--- config.mk ---
export PLATFORM = sky130hd
export DESIGN_NAME = vga_timing_gen
export DESIGN_NICKNAME = d
export VERILOG_FILES = /design/src/rtl/vga_timing_pkg.sv /design/src/rtl/vga_axis_counter.sv /design/src/rtl/vga_timing_gen.sv
export SDC_FILE = /design/constraint.sdc
export NUM_CORES = 1
export LEC_CHECK = 0
export BUFFER_PORTS_ARGS = -buffer_cell sky130_fd_sc_hd__buf_2
export CAP_MARGIN = 20
export CORE_UTILIZATION = 50
export CTS_CLUSTER_SIZE = 28
export DETAILED_ROUTE_END_ITERATION = 6
export GPL_TIMING_DRIVEN = 0
export MAX_ROUTING_LAYER = met4
export PLACE_DENSITY_LB_ADDON = 0.08
export SLEW_MARGIN = 15
export SYNTH_ARGS = -nofsm -noshare
export SYNTH_HDL_FRONTEND = slang
export SYNTH_SLANG_ARGS = --single-unit
--- constraint.sdc ---
create_clock -name vga_clk -period 5.36 [get_ports vga_clk]
set_input_delay 0.268 -clock vga_clk [delete_from_list [all_inputs] [get_ports vga_clk]]
set_output_delay 0.268 -clock vga_clk [all_outputs]
set_load 0.1 [all_outputs]
--- src/rtl/vga_timing_pkg.sv ---
// vga_timing_pkg: default 640x480@60 raster constants and coordinate type
package vga_timing_pkg;
    localparam int COORD_W      = 10;
    localparam int MAX_TOTAL    = 1 << COORD_W;
    localparam int H_ACTIVE_DEF = 640;
    localparam int H_FP_DEF     = 16;
    localparam int H_SYNC_DEF   = 96;
    localparam int H_BP_DEF     = 48;
    localparam int V_ACTIVE_DEF = 480;
    localparam int V_FP_DEF     = 10;
    localparam int V_SYNC_DEF   = 2;
    localparam int V_BP_DEF     = 33;
    localparam int H_TOTAL_DEF  = H_ACTIVE_DEF + H_FP_DEF + H_SYNC_DEF + H_BP_DEF;
    localparam int V_TOTAL_DEF  = V_ACTIVE_DEF + V_FP_DEF + V_SYNC_DEF + V_BP_DEF;

    typedef logic [COORD_W-1:0] coord_t;

    // Half-open range test lo <= v < hi, used for sync windows
    function automatic logic in_range(coord_t v, coord_t lo, coord_t hi);
        return (v >= lo) && (v < hi);
    endfunction
endpackage

--- src/rtl/vga_axis_counter.sv ---
// vga_axis_counter: modulo-TOTAL position counter exposing its next value
module vga_axis_counter
    import vga_timing_pkg::*;
#(
    parameter int TOTAL = H_TOTAL_DEF
) (
    input  logic   vga_clk,
    input  logic   reset_n,
    input  logic   inc,
    output coord_t count,
    output coord_t next_count,
    output logic   wrap
);
    localparam coord_t LAST = coord_t'(TOTAL - 1);

    // Reset parks at the last position so the first live edge wraps to 0
    always_ff @(posedge vga_clk) begin
        if (!reset_n) count <= LAST;
        else          count <= next_count;
    end

    // Advance on inc, wrapping to 0 after the last position
    always_comb begin
        wrap       = inc && (count == LAST);
        next_count = wrap ? '0 : count + coord_t'(inc);
    end
endmodule

--- src/rtl/vga_timing_gen.sv ---
// vga_timing_gen: VGA raster timing with registered, skew-free outputs
module vga_timing_gen
    import vga_timing_pkg::*;
#(
    parameter int H_ACTIVE = H_ACTIVE_DEF,
    parameter int H_FP     = H_FP_DEF,
    parameter int H_SYNC   = H_SYNC_DEF,
    parameter int H_BP     = H_BP_DEF,
    parameter int V_ACTIVE = V_ACTIVE_DEF,
    parameter int V_FP     = V_FP_DEF,
    parameter int V_SYNC   = V_SYNC_DEF,
    parameter int V_BP     = V_BP_DEF
) (
    input  logic        vga_clk,
    input  logic        reset_n,
    output coord_t      DrawX,
    output coord_t      DrawY,
    output logic        blank,
    output logic        hs,
    output logic        vs,
    output logic        vblank,
    output logic        frame_start,
    output logic [15:0] frame_count
);
    localparam int H_TOTAL = H_ACTIVE + H_FP + H_SYNC + H_BP;
    localparam int V_TOTAL = V_ACTIVE + V_FP + V_SYNC + V_BP;

    if (H_TOTAL > MAX_TOTAL || V_TOTAL > MAX_TOTAL) begin : g_bad_total
        $error("vga_timing_gen: H_TOTAL/V_TOTAL exceed coordinate range");
    end

    localparam coord_t H_VIS     = coord_t'(H_ACTIVE);
    localparam coord_t V_VIS     = coord_t'(V_ACTIVE);
    localparam coord_t HS_START  = coord_t'(H_ACTIVE + H_FP);
    localparam coord_t HS_END    = coord_t'(H_ACTIVE + H_FP + H_SYNC);
    localparam coord_t VS_START  = coord_t'(V_ACTIVE + V_FP);
    localparam coord_t VS_END    = coord_t'(V_ACTIVE + V_FP + V_SYNC);

    coord_t hc, vc, h_next, v_next;
    logic   h_wrap, v_wrap;
    logic   unused_counts;

    // The live counters only feed the output registers through next_count
    assign unused_counts = ^{hc, vc};

    vga_axis_counter #(.TOTAL(H_TOTAL)) u_h (
        .vga_clk   (vga_clk),
        .reset_n   (reset_n),
        .inc       (1'b1),
        .count     (hc),
        .next_count(h_next),
        .wrap      (h_wrap)
    );

    vga_axis_counter #(.TOTAL(V_TOTAL)) u_v (
        .vga_clk   (vga_clk),
        .reset_n   (reset_n),
        .inc       (h_wrap),
        .count     (vc),
        .next_count(v_next),
        .wrap      (v_wrap)
    );

    // Every output is decoded from the next counter state so all describe one pixel
    always_ff @(posedge vga_clk) begin
        if (!reset_n) begin
            DrawX       <= '0;
            DrawY       <= '0;
            blank       <= 1'b0;
            hs          <= 1'b1;
            vs          <= 1'b1;
            vblank      <= 1'b0;
            frame_start <= 1'b0;
            frame_count <= '0;
        end else begin
            DrawX       <= h_next;
            DrawY       <= v_next;
            blank       <= (h_next < H_VIS) && (v_next < V_VIS);
            hs          <= !in_range(h_next, HS_START, HS_END);
            vs          <= !in_range(v_next, VS_START, VS_END);
            vblank      <= v_next >= V_VIS;
            frame_start <= v_wrap;
            frame_count <= frame_count + 16'(v_wrap);
        end
    end
endmodule

==> Yosys cells after proc, flatten, opt, wreduce, memory -nomap -nowiden <==
Index checks and enable logic that the tools add are counted.
{ "word_totals": {"ff_bits": 61, "elab_cells": 30} }
{ "classes": {"reduce_logical": 6, "eq_ne": 2, "magnitude_cmp": 7, "addsub": 3, "n_mux": 2} }
{ "op_table": {"columns": ["cell", "count"], "rows": [
  ["equality test 10 bit, second input constant", 2],
  ["greater-or-equal comparator 10 x 9 -> 1 bit, second input constant", 2],
  ["< comparator 10 bit, second input constant", 2],
  ["< comparator 10 x 9 -> 1 bit, second input constant", 2],
  ["two-way mux 10 bit", 2],
  ["adder 16 x 1 -> 16 bit", 1],
  ["adder 10 x 1 -> 10 bit", 1],
  ["adder 10 x 1 -> 10 bit, second input constant", 1],
  ["greater-or-equal comparator 10 bit, second input constant", 1],
  ["logical AND 1 bit", 4],
  ["logical NOT 1 bit", 2]
]} }

==> Longest topological paths before layout <==
Gate-level depths: netlist of run 1.
{ "depth": {"word_depth": 6, "depth_mapped": 12, "mapped_depth_nobuf": 11} }

==> Modules after synthesis <==
A second synthesis of run 1 with hierarchy kept.
{ "unflattened": {"hier_cells": 268, "area_unflattened_um2": 2555.0} }
{ "by_module_without_submodules": {"columns": ["mod", "cells_per_inst", "area_per_inst_um2", "seq_area_each_um2", "n_inst"], "rows": [
  ["vga_timing_gen", 137, 1442.6, 820.8, 1],
  ["vga_axis_counter at u_h", 67, 563.0, 200.2, 1],
  ["vga_axis_counter at u_v", 64, 549.3, 200.2, 1]
]} }

==> Least setup slack after synthesis of run 1 <==
Ideal clock, no wire load.
{ "synth_timing": {"kind": "flip-flop to flip-flop", "start": "register u_h.count[0]", "end": "register vblank", "arrival_time_ns": 2.356, "stages_incl_launch_ff": 12, "t_required_ns": 5.245, "period_less_slack_ns": 2.471, "slack_ns": 2.889, "n_path_buf": 2, "path_cell_list": "dfxtp_1 ha_1 buf_4 and4_1 nand3_2 inv_1 ha_1 clkbuf_1 nor2b_1 a41o_1 o311a_1 o21a_1"} }
{ "synth_between": {"elab_chain_len": 4, "word_cells_on_any_way": 5} }
{ "synth_lines": {"columns": ["item", "line", "source"], "rows": [
  ["start: declaration", "vga_axis_counter.sv:10", "output coord_t count,"],
  ["start signal: assignment", "vga_axis_counter.sv:19", "else count <= next_count;"],
  ["equality test 10 bit *", "vga_axis_counter.sv:24", "wrap = inc && (count == LAST);"],
  ["adder 10 x 1 -> 10 bit or logical AND 1 bit (tied branches)", "vga_axis_counter.sv:25, vga_axis_counter.sv:24", null],
  ["two-way mux 10 bit *", "vga_axis_counter.sv:25", "next_count = wrap ? '0 : count + coord_t'(inc);"],
  ["greater-or-equal comparator 10 x 9 -> 1 bit *", "vga_timing_gen.sv:81", "vblank <= v_next >= V_VIS;"],
  ["end signal: assignment", "vga_timing_gen.sv:72", "vblank <= 1'b0;"],
  ["end signal: assignment", "vga_timing_gen.sv:81", null],
  ["end: declaration", "vga_timing_gen.sv:21", "output logic vblank,"]
]} }
Mark *: on every way between the ends. The rest lies on a longest branch, timed or not.
A chain may end at the register's enable or synchronous reset.

==> Worst setup path after layout of run 1 <==
{ "layout_timing": {"start": "register u_h.count[0]", "end": "register vs"} }
{ "layout_between": {"elab_chain_len": 6, "word_cells_on_any_way": 8} }
{ "layout_lines": {"columns": ["item", "line", "source"], "rows": [
  ["equality test 10 bit *", "vga_axis_counter.sv:24", null],
  ["adder 10 x 1 -> 10 bit or logical AND 1 bit (tied branches)", "vga_axis_counter.sv:25, vga_axis_counter.sv:24", null],
  ["two-way mux 10 bit *", "vga_axis_counter.sv:25", null],
  ["greater-or-equal comparator 10 x 9 -> 1 bit or < comparator 10 x 9 -> 1 bit (tied branches)", "vga_timing_pkg.sv:20", "return (v >= lo) && (v < hi);"],
  ["logical AND 1 bit *", "vga_timing_pkg.sv:20", null],
  ["logical NOT 1 bit *", "vga_timing_gen.sv:80", "vs <= !in_range(v_next, VS_START, VS_END);"],
  ["end signal: assignment", "vga_timing_gen.sv:80", null],
  ["end: declaration", "vga_timing_gen.sv:20", "output logic vs,"]
]} }
Marks and branches as above.

==> run summary, run 1 <==
Cts repair resizes: 0
First-pass GRT wire length: 7.74 mm
Die Wd: 70.6 µm
Final non-filler cell total: 364
Worst Tran Pin Value: 0.529 ns
Power per cell area: 569 nW/µm²
Critical path fanouts, max: 9
# setup viols final: 0
Post-synth EDFFs: 0
Row cnt: 24
Endpoints failing hold: 0
Initial Util: 0.529
Top cell type's share of synthesized area: 0.434
Layout cells sized above 1: 0.253
Async S/R FF share, synth: 0
Area leader, netlist: dfxtp_1
# Post-CTS Setup Buffers: 0
Clock Latency Late Sink: 0.29 ns
CP peak stage delay: 0.45 ns
Critical path capture point type: flip-flop
Failing checks: DRC
Register bit total from synthesis: 51
GP Congestion: 0.818
Syn_nets: 270
CORE AREA: 4440 µm²
Syn. warnings: 0
Synth Cell Area: 2350 µm²
Clock slew at reported path FFs: 0.09 ns
Die Height: 70.6 µm
Max clock buf depth: 2
CTS sink count: 51
Final Skew: 0.00555 ns
Leakage: 1.21 nW
Setup crit start kind: flip-flop
RSZ-0062 raised after global routing: false
Htree depth: 2
CP Buf/Inv Count: 2
GRT overflow: 0
Port bufs: 41
Hold Crit Class: in2reg
Fillers: 422
Multi-input gate area: 1150 µm²
Die Area: 4980 µm²
Mapped Cells: 263
Critical Path AT: 3.08 ns
CP dominant cell by count: ha_1
Post-detail-place hpwl: 3.25 mm
Worst hold margin: 0.314 ns
CP Class: reg2reg
Setup TNS: 0 ns
Number of diodes: 0
Largest net degree at the start of global routing: 16
Slew Limit Fails: 0
Area delta synth->final: 15.1%
Post-layout min period: 2.94 ns
Status: finished, violations left
MaxCap Viol Count: 0
Final wirelength: 4.49 mm
Worst Path Required: 5.50 ns
CP max stage cell: dfxtp_1
Top area cells in the synthesized netlist: dfxtp_1 (43%), nor2_1 (6.1%), xor2_1 (5.2%)
Worst slew margin: 0.647
Tcrit/Tclk final: 0.548
Count leader, synth: dfxtp_1
CP delay by family, top: simple AND/OR/NAND/NOR gates
Routed Antenna Nets: 0
Syn_area_per_cell: 8.94 µm²
Num CTS Buffers: 5
Vias per cell: 5.22
Crit path cell chain: ha_1 -> buf_4 -> and4_1 -> nand3_2 -> inv_1 -> ha_1 -> nand4_2 -> nor2_1 -> xor2_1 -> o311a_1 -> nand4_1
Number of nets in the layout: 318
Via Count: 1,899
Vias in the first global route: 1,727
Register area: 1020 µm²
Max Freq: 0.341 GHz
Gr usage total: 0.199
Most instantiated cells after synthesis: dfxtp_1 (51), nor2_1 (38), nand2_1 (26)
Count of cell types in the netlist: 50
Initial antenna violation count: 0
Max VDD drop: 0.544 mV
TritonCTS clock tree: built
Hold_buf cts: 0
Wire per inst: 12.3 µm
Post-placement cell count: 356
Ys flop type: dfxtp_1
Detailed-route DRC error count: 6
Seq/Total Area, Yosys: 0.434
Root Driver: clkbuf_8
Initial DRC count: 92
Number of I/O pins: 43
1st-pass router iterations: 7
-- cell type report --
| type | count | share of cell area |
|---|---|---|
| Buffer | 23 | 0.0559 |
| Inverter | 8 | 0.0111 |
| Sequential cell | 51 | 0.377 |
| Tap cell | 52 | 0.0240 |
| Clock inverter | 2 | 0.00462 |
| Timing Repair Buffer | 41 | 0.0758 |
| Clock buffer | 6 | 0.0268 |
| Multi-Input combinational cell | 181 | 0.425 |
-- kinds of logic (layout without fill, tap and decap cells) --
family,Yosys count,count (layout),share of synthesized area
simple gates,117,117,0.264
buf+inv,31,80,0.0771
xor+xnor,27,27,0.101
compound gates,30,30,0.0888
flops,51,51,0.434
mux,2,2,0.00851
fa+ha+maj,5,5,0.0266
-- cell usage in the layout, fill, tap and decap left out, types with 2 or more instances in the layout --
cell type	Yosys	final
and2_1	3	3
clkbuf_1	5	6
dfxtp_1	51	51
buf_6	2	2
buf_4	12	12
nor4_2	2	2
a21oi_1	6	6
xnor2_1	13	13
nand4_1	7	7
clkbuf_8	0	5
buf_2	4	45
and3_1	3	3
inv_1	8	8
and4_1	2	2
nor2_1	38	38
nand4_2	2	2
xor2_1	14	14
nor3_1	6	6
mux2i_1	2	2
o21ai_0	9	9
nand3_1	11	11
ha_1	5	5
a31oi_1	2	2
nor2b_1	2	2
nand2_1	26	26
or3_1	3	3
-- power breakdown --
group / switching [W] / internal [W] / total (W)
Sequential: 0.0000600 / 0.000463 / 0.000523
Clock: 0.000120 / 0.0000915 / 0.000212
Combinational: 0.000612 / 0.000196 / 0.000808
-- final timing paths --
kind / startpoint / depth (start not counted) / slack, ns / to
min reg2reg: frame_count[6]$_SDFF_PN0_ / 2 / 0.52 / frame_count[6]$_SDFF_PN0_
min: reset_n / 2 / 0.31 / u_h.count[1]$_SDFF_PN1_
max: u_h.count[0]$_SDFF_PN1_ / 11 / 2.42 / vs$_SDFF_PN1_
max reg2reg: u_h.count[0]$_SDFF_PN1_ / 11 / 2.42 / vs$_SDFF_PN1_
-- per-stage QoR --
| step | setup WS (ns) | util | total power, W | area [µm²] |
|---|---|---|---|---|
| after global routing | 2.17 | 0.609 | 0.00163 | 2710 |
| after CTS | 2.45 | 0.609 | 0.00155 | 2710 |
| final | 2.42 | 0.609 | 0.00154 | 2710 |
| after floorplan | 2.89 | - | 0.00121 | 2350 |
| after detailed placement | 2.49 | 0.590 | 0.00134 | 2620 |
| after global placement | 2.48 | 0.590 | 0.00133 | 2620 |
-- metal layers --
metal  up-vias  track usage  wire length (µm)
li1        991            -                 -
met1       861        0.271              2300
met2        41        0.307              1980
met3         6       0.0342               166
met4         0       0.0556                50
met5         -            -                 0
-- state kept, by name, indices dropped and copies added (netlist names) --
register,cells
u_v.count,3
DrawY,10
vblank,1
frame_start,1
blank,1
DrawX,10
u_h.count,7
vs,1
frame_count,16
hs,1
Note: power is estimated with default switching activity, not from simulation.
==> run 2: changes to the inputs <==
CORE_UTILIZATION = 49   (was 50)
clock period = 2.7 ns   (was 5.36 ns; I/O delays follow)
==> run 2 against run 1 <==
Compared with the run above: the flow still finishes with violations (DRC); clock power is 100% higher; register-to-register slack worse by 2.2 ns; hold slack worse by 0.14 ns; count of clock-buffer cells in the layout stayed put; critical path type unchanged; critical endpoint unchanged.
==> run summary, run 2 (same netlist as run 1, synthesis figures left out) <==
Post-detail-place hpwl: 3.26 mm (+0.32%)
TritonCTS clock tree: built
Combinational share of power: 0.527 (+0.003)
Commonest non-fill, non-tap cells in the layout: dfxtp_1 (49), buf_2 (45), nor2_1 (36)
Critical path fanouts, max: 9 (unchanged)
Post-placement cell count: 356 (unchanged)
CORE AREA: 4470 µm² (+0.68%)
Area delta synth->final: 17.1%
CTS sink count: 51 (unchanged)
Max clock buf depth: 2 (unchanged)
GP Congestion: 0.882 (+7.9%)
Worst Tran Pin Value: 0.526 ns (-0.00354 ns)
Clock Latency Late Sink: 0.31 ns (+0.02 ns)
Number of I/O pins: 43 (unchanged)
Final non-filler cell total: 363 (-0.27%)
Setup TNS: 0 ns (unchanged)
Max VDD drop: 0.848 mV (+56%)
Number of nets in the layout: 317 (-0.31%)
P_int: 0.00151 W (+100%)
Clock slew at reported path FFs: 0.09 ns (about the same)
Worst Path Required: 2.87 ns (-2.63 ns)
Slew Limit Fails: 0 (unchanged)
# setup viols final: 0 (unchanged)
Final wirelength: 4.59 mm (+2.2%)
Failing checks: DRC
Vias in the first global route: 1,657 (-4.1%)
Initial antenna violation count: 0 (unchanged)
Hold Crit Class: in2reg
Critical path capture point type: flip-flop
Gr usage total: 0.199 (about the same)
Largest net degree at the start of global routing: 16 (unchanged)
Total net switching power: 0.00162 W (+100%)
Seq pwr share: 0.334 (-0.005)
Die Area: 5080 µm² (+2.0%)
Row cnt: 24 (unchanged)
Max Freq: 0.407 GHz (+20%)
Layout cells sized above 1: 0.286 (+0.0330)
Port bufs: 41 (unchanged)
Post-layout min period: 2.46 ns (-0.480 ns)
Num CTS Buffers: 5 (unchanged)
Detailed-route DRC error count: 4 (-2)
Power per cell area: 1130 nW/µm² (+99%)
Max reg flops: 16 (unchanged)
Via Count: 1,923 (+1.3%)
Final Skew: 0.00748 ns (+0.00194 ns)
Vias per cell: 5.30 (+1.5%)
CP Class: reg2reg
Status: finished, violations left
Hold_buf cts: 0 (unchanged)
Worst slew margin: 0.649 (+0.00236)
Clock network fraction of design power: 0.139 (+0.002)
Most flops, register: frame_count
MaxCap Viol Count: 0 (unchanged)
RSZ-0062 raised after global routing: false
Tcrit/Tclk final: 0.910 (+0.362)
Die Wd: 71.3 µm (+0.98%)
Number of diodes: 0 (unchanged)
Wire per inst: 12.6 µm (+2.5%)
Htree depth: 2 (unchanged)
Commonest non-fill, non-tap cell in the layout: dfxtp_1
First-pass GRT wire length: 7.71 mm (-0.44%)
Root Driver: clkbuf_8
1st-pass router iterations: 6 (-1)
Initial Util: 0.526 (-0.00355)
Initial DRC count: 124 (+35%)
Die Height: 71.3 µm (+0.98%)
Leakage: 1.20 nW (-0.70%)
Fillers: 411 (-2.6%)
Setup crit start kind: flip-flop
Endpoints failing hold: 0 (unchanged)
Critical Path AT: 2.62 ns (-0.46 ns)
Sw Share: 0.517 (+0.00357)
Routed Antenna Nets: 0 (unchanged)
GRT overflow: 0 (unchanged)
Largest regs: frame_count: 16 flops, DrawX: 10 flops, DrawY: 10 flops
==> run 2: cell types whose count changed in the layout (fill, tap and decap cells not counted), sizes merged <==
cell and change:
clkbuf -1
==> run 2: layout make-up <==
class	instances	area (µm²)	area share
inverter	8	30.0	0.0109
buffer	22	148	0.0536
timing repair buffer	41	205	0.0745
clock inverter	2	12.5	0.00454
multi-input combinational	181	1200	0.435
clock buffer	6	72.6	0.0263
sequential	51	1020	0.371
tap	52	65.1	0.0236
==> run 2: per-layer routing <==
layer | wire [µm] | vias up | global-route usage | share of wire
met1 | 2280 | 888 | 0.270 | 0.50
met5 | 0 | - | - | 0
met2 | 2060 | 52 | 0.295 | 0.45
met3 | 201 | 4 | 0.0394 | 0.044
li1 | - | 979 | - | -
met4 | 52 | 0 | 0.0733 | 0.011
==> run 2: critical path, cell delays in order (launching register included) <==
cell	delay [ns]
dfxtp_2	0.39
ha_1	0.16
buf_4	0.16
and4_4	0.28
nand3_4	0.14
inv_2	0.13
ha_4	0.18
nand4_4	0.16
nor2_2	0.14
xor2_1	0.20
o311a_1	0.27
nand4_1	0.11
==> run 2: timing repair <==
item	CTS	global route
resized for setup	5	9
gates cloned	0	0
setup buffers	0	0
pin swaps	0	0
setup endpoints to repair	9	8
==> run 2: final timing paths <==
path | cells past startpoint | startpoint | endpoint | slack (ns)
max | 11 | u_h.count[0]$_SDFF_PN1_ | vs$_SDFF_PN1_ | 0.24
min | 2 | reset_n | u_h.count[1]$_SDFF_PN1_ | 0.17
max reg2reg | 11 | u_h.count[0]$_SDFF_PN1_ | vs$_SDFF_PN1_ | 0.24
min reg2reg | 1 | u_h.count[0]$_SDFF_PN1_ | DrawX[0]$_SDFF_PN0_ | 0.49
==> run 2: per-stage QoR <==
stage / hold WS (ns) / worst slack (ns) / cell area [µm²] / utilization / power, W
floorplan: 0.401 / 0.229 / 2350 / - / 0.00241
global placement: 0.482 / -0.207 / 2620 / 0.586 / 0.00265
detailed placement: 0.494 / -0.178 / 2620 / 0.586 / 0.00266
CTS: 0.174 / 0.0609 / 2720 / 0.607 / 0.00311
global route: 0.219 / 0.00554 / 2760 / 0.616 / 0.00330
finish: 0.174 / 0.244 / 2760 / 0.616 / 0.00313
==> run 2: power groups by stage <==
stage          Sequential (W)  Clock (W)  Combinational, W
2_1_floorplan         0.00167          0          0.000742
3_3_place_gp          0.00105          0           0.00160
3_5_place_dp          0.00105          0           0.00161
4_1_cts               0.00104   0.000447           0.00163
5_1_grt               0.00107   0.000477           0.00175
6_report              0.00104   0.000433           0.00165
==> run 3: changes to the inputs <==
BUFFER_PORTS_ARGS = not set   (was -buffer_cell sky130_fd_sc_hd__buf_2)
CORE_UTILIZATION = 50   (was 49)
DONT_BUFFER_PORTS = 1   (was not set)
clock period = 3.16 ns   (was 2.7 ns; I/O delays follow)
==> run 3 against run 2 <==
Compared with the run above: the flow still finishes with violations (DRC); flip-flop and latch count stayed put; clock power hardly changed; wire length is 6.5% lower; register-to-register slack hardly changed; critical path type unchanged; largest cell class unchanged; largest power group is now sequential cells; highest routed layer unchanged.
==> run summary, run 3 (same netlist as run 1, synthesis figures left out) <==
Routed Antenna Nets: 0 (unchanged)
Total net switching power: 0.00133 W (-18%)
Critical Path Source: u_h.count[0]$_SDFF_PN1_
Critical path capture point type: flip-flop
TritonCTS clock tree: built
Clock network fraction of design power: 0.167 (+0.028)
Die Area: 4980 µm² (-1.9%)
# setup viols final: 0 (unchanged)
FF-to-FF Start: u_h.count[0]$_SDFF_PN1_
Post-layout min period: 2.90 ns (+0.446 ns)
Area delta synth->final: 7.29%
Worst slew margin: 0.260 (-0.389)
Critical path fanouts, max: 9 (unchanged)
1st-pass router iterations: 6 (unchanged)
Detailed-route DRC error count: 6 (+2)
Clock slew at reported path FFs: 0.08 ns (about the same)
Initial antenna violation count: 0 (unchanged)
Max clock buf depth: 2 (unchanged)
Final wirelength: 4.29 mm (-6.5%)
Stages on the worst setup path: 11 (unchanged)
Largest net degree at the start of global routing: 16 (unchanged)
Initial Util: 0.529 (+0.00355)
Status: finished, violations left
Crit path cell chain: ha_1 -> buf_4 -> and4_1 -> nand3_2 -> inv_1 -> ha_1 -> nand4_2 -> nor2_1 -> xor2_1 -> o311a_1 -> nand4_1
Sw Share: 0.506 (-0.0111)
Power per cell area: 1040 nW/µm² (-8.5%)
CP dominant cell by count: ha_1
Setup crit end: vs$_SDFF_PN1_
Worst Reg-to-Reg Cells: 11 (unchanged)
Wire per inst: 13.3 µm (+5.4%)
Vias per cell: 5.38 (+1.5%)
Port bufs: 0 (-100%)
CP Buf/Inv Count: 2 (unchanged)
Slew Limit Fails: 0 (unchanged)
Row cnt: 24 (unchanged)
Max reg flops: 16 (unchanged)
Endpoints failing hold: 0 (unchanged)
Flop-to-flop setup slack: 0.26 ns (about the same)
Failing checks: DRC
Number of diodes: 0 (unchanged)
Final Skew: 0.00731 ns (-0.000174 ns)
CTS sink count: 51 (unchanged)
Htree depth: 2 (unchanged)
Gr usage total: 0.188 (-0.0110)
Via Count: 1,732 (-9.9%)
CORE AREA: 4440 µm² (-0.67%)
Overall power: 0.00262 W (-16%)
Number of nets in the layout: 277 (-13%)
Post-detail-place hpwl: 3.08 mm (-5.6%)
Vias in the first global route: 1,588 (-4.2%)
Die Height: 70.6 µm (-0.97%)
Setup TNS: 0 ns (unchanged)
Cts repair resizes: 0 (-5)
MaxCap Viol Count: 0 (unchanged)
Max Freq: 0.345 GHz (-15%)
CP Class: reg2reg
Clock Latency Late Sink: 0.30 ns (about the same)
GRT overflow: 0 (unchanged)
Layout cells sized above 1: 0.141 (-0.145)
Num CTS Buffers: 5 (unchanged)
Hold_buf cts: 0 (unchanged)
RSZ-0062 raised after global routing: false
Seq pwr share: 0.550 (+0.216)
Critical Path AT: 3.06 ns (+0.44 ns)
Tcrit/Tclk final: 0.918 (+0.00873)
R2R Path End: vs$_SDFF_PN1_
Commonest non-fill, non-tap cells in the layout: dfxtp_1 (51), nor2_1 (38), nand2_1 (26)
Worst Tran Pin Value: 1.11 ns (+0.582 ns)
Commonest non-fill, non-tap cell in the layout: dfxtp_1
Worst Path Required: 3.32 ns (+0.45 ns)
Number of I/O pins: 43 (unchanged)
Setup crit start kind: flip-flop
Max VDD drop: 0.884 mV (+4.2%)
First-pass GRT wire length: 7.25 mm (-5.9%)
CP delay by family, top: simple AND/OR/NAND/NOR gates
# Post-CTS Setup Buffers: 0 (unchanged)
Leakage: 1.01 nW (-16%)
Largest regs: frame_count: 16 flops, DrawX: 10 flops, DrawY: 10 flops
Root Driver: clkbuf_8
Die Wd: 70.6 µm (-0.97%)
P_int: 0.00129 W (-14%)
CP max stage cell: dfxtp_1
Combinational share of power: 0.283 (-0.244)
GP Congestion: 0.831 (-5.8%)
Initial DRC count: 58 (-53%)
CP peak stage delay: 0.44 ns (+0.05 ns)
Most flops, register: frame_count
Hold Crit Class: in2reg
Worst hold margin: 0.197 ns (+0.0228 ns)
run 3: changes by cell type in the layout (fill, tap and decap cells not counted), moves of 2 or more:
cell     previous run  this run
dfxtp_2             2         0
nor3_1              4         6
ha_1                3         5
nor2_1             36        38
dfxtp_1            49        51
nor3_2              3         1
buf_2              45         4
nor2_2              2         0
run 3: power groups by stage:
stage / sequential (W) / combinational (W) / clock [W]
6_report: 0.00144 / 0.000741 / 0.000436
5_1_grt: 0.00146 / 0.000828 / 0.000480
4_1_cts: 0.00144 / 0.000747 / 0.000452
3_5_place_dp: 0.00145 / 0.000740 / 0
3_3_place_gp: 0.00145 / 0.000743 / 0
2_1_floorplan: 0.00143 / 0.000634 / 0
run 3: how the worst min path moves through the flow:
stage / startpoint / to / slack, ns / cells after the start
final: reset_n / u_h.count[1]$_SDFF_PN1_ / 0.20 / 2
after global routing: reset_n / u_h.count[1]$_SDFF_PN1_ / 0.23 / 2
after floorplan: reset_n / u_h.count[1]$_SDFF_PN1_ / 0.42 / 2
after CTS: reset_n / u_h.count[1]$_SDFF_PN1_ / 0.21 / 2
after global placement: u_h.count[0]$_SDFF_PN1_ / DrawX[0]$_SDFF_PN0_ / 0.49 / 1
after detailed placement: u_h.count[0]$_SDFF_PN1_ / DrawX[0]$_SDFF_PN0_ / 0.51 / 1
run 3: worst register-to-register path, cell delays in order (launching register included):
cell     delay [ns]
dfxtp_1        0.44
ha_1           0.18
buf_4          0.15
and4_1         0.32
nand3_2        0.20
inv_1          0.17
ha_1           0.30
nand4_2        0.24
nor2_1         0.17
xor2_1         0.21
o311a_1        0.27
nand4_1        0.11
run 3: metrics by stage:
stage / std cells / utilization / setup WS [ns] / instance area (µm²)
6_report: 322 / 0.568 / 0.258 / 2520
5_1_grt: 322 / 0.568 / 0.0240 / 2520
4_1_cts: 322 / 0.568 / 0.217 / 2520
3_5_place_dp: 315 / 0.544 / 0.264 / 2420
3_3_place_gp: 315 / 0.544 / 0.260 / 2420
2_1_floorplan: 263 / - / 0.689 / 2350
run 3: final cells by class:
type                       count  area [µm²]
fill                         428        1920
sequential                    51        1020
clock buffer                   5        68.8
multi-input combinational    181        1150
tap                           52        65.1
clock inverter                 2        37.5
buffer                        23         151
inverter                       8        30.0
run 3: layer usage:
layer	up-vias	track usage	routed length, µm
met5	-	-	0
li1	893	-	-
met3	7	0.0513	200
met4	0	0.0667	70
met2	44	0.270	1800
met1	788	0.256	2220
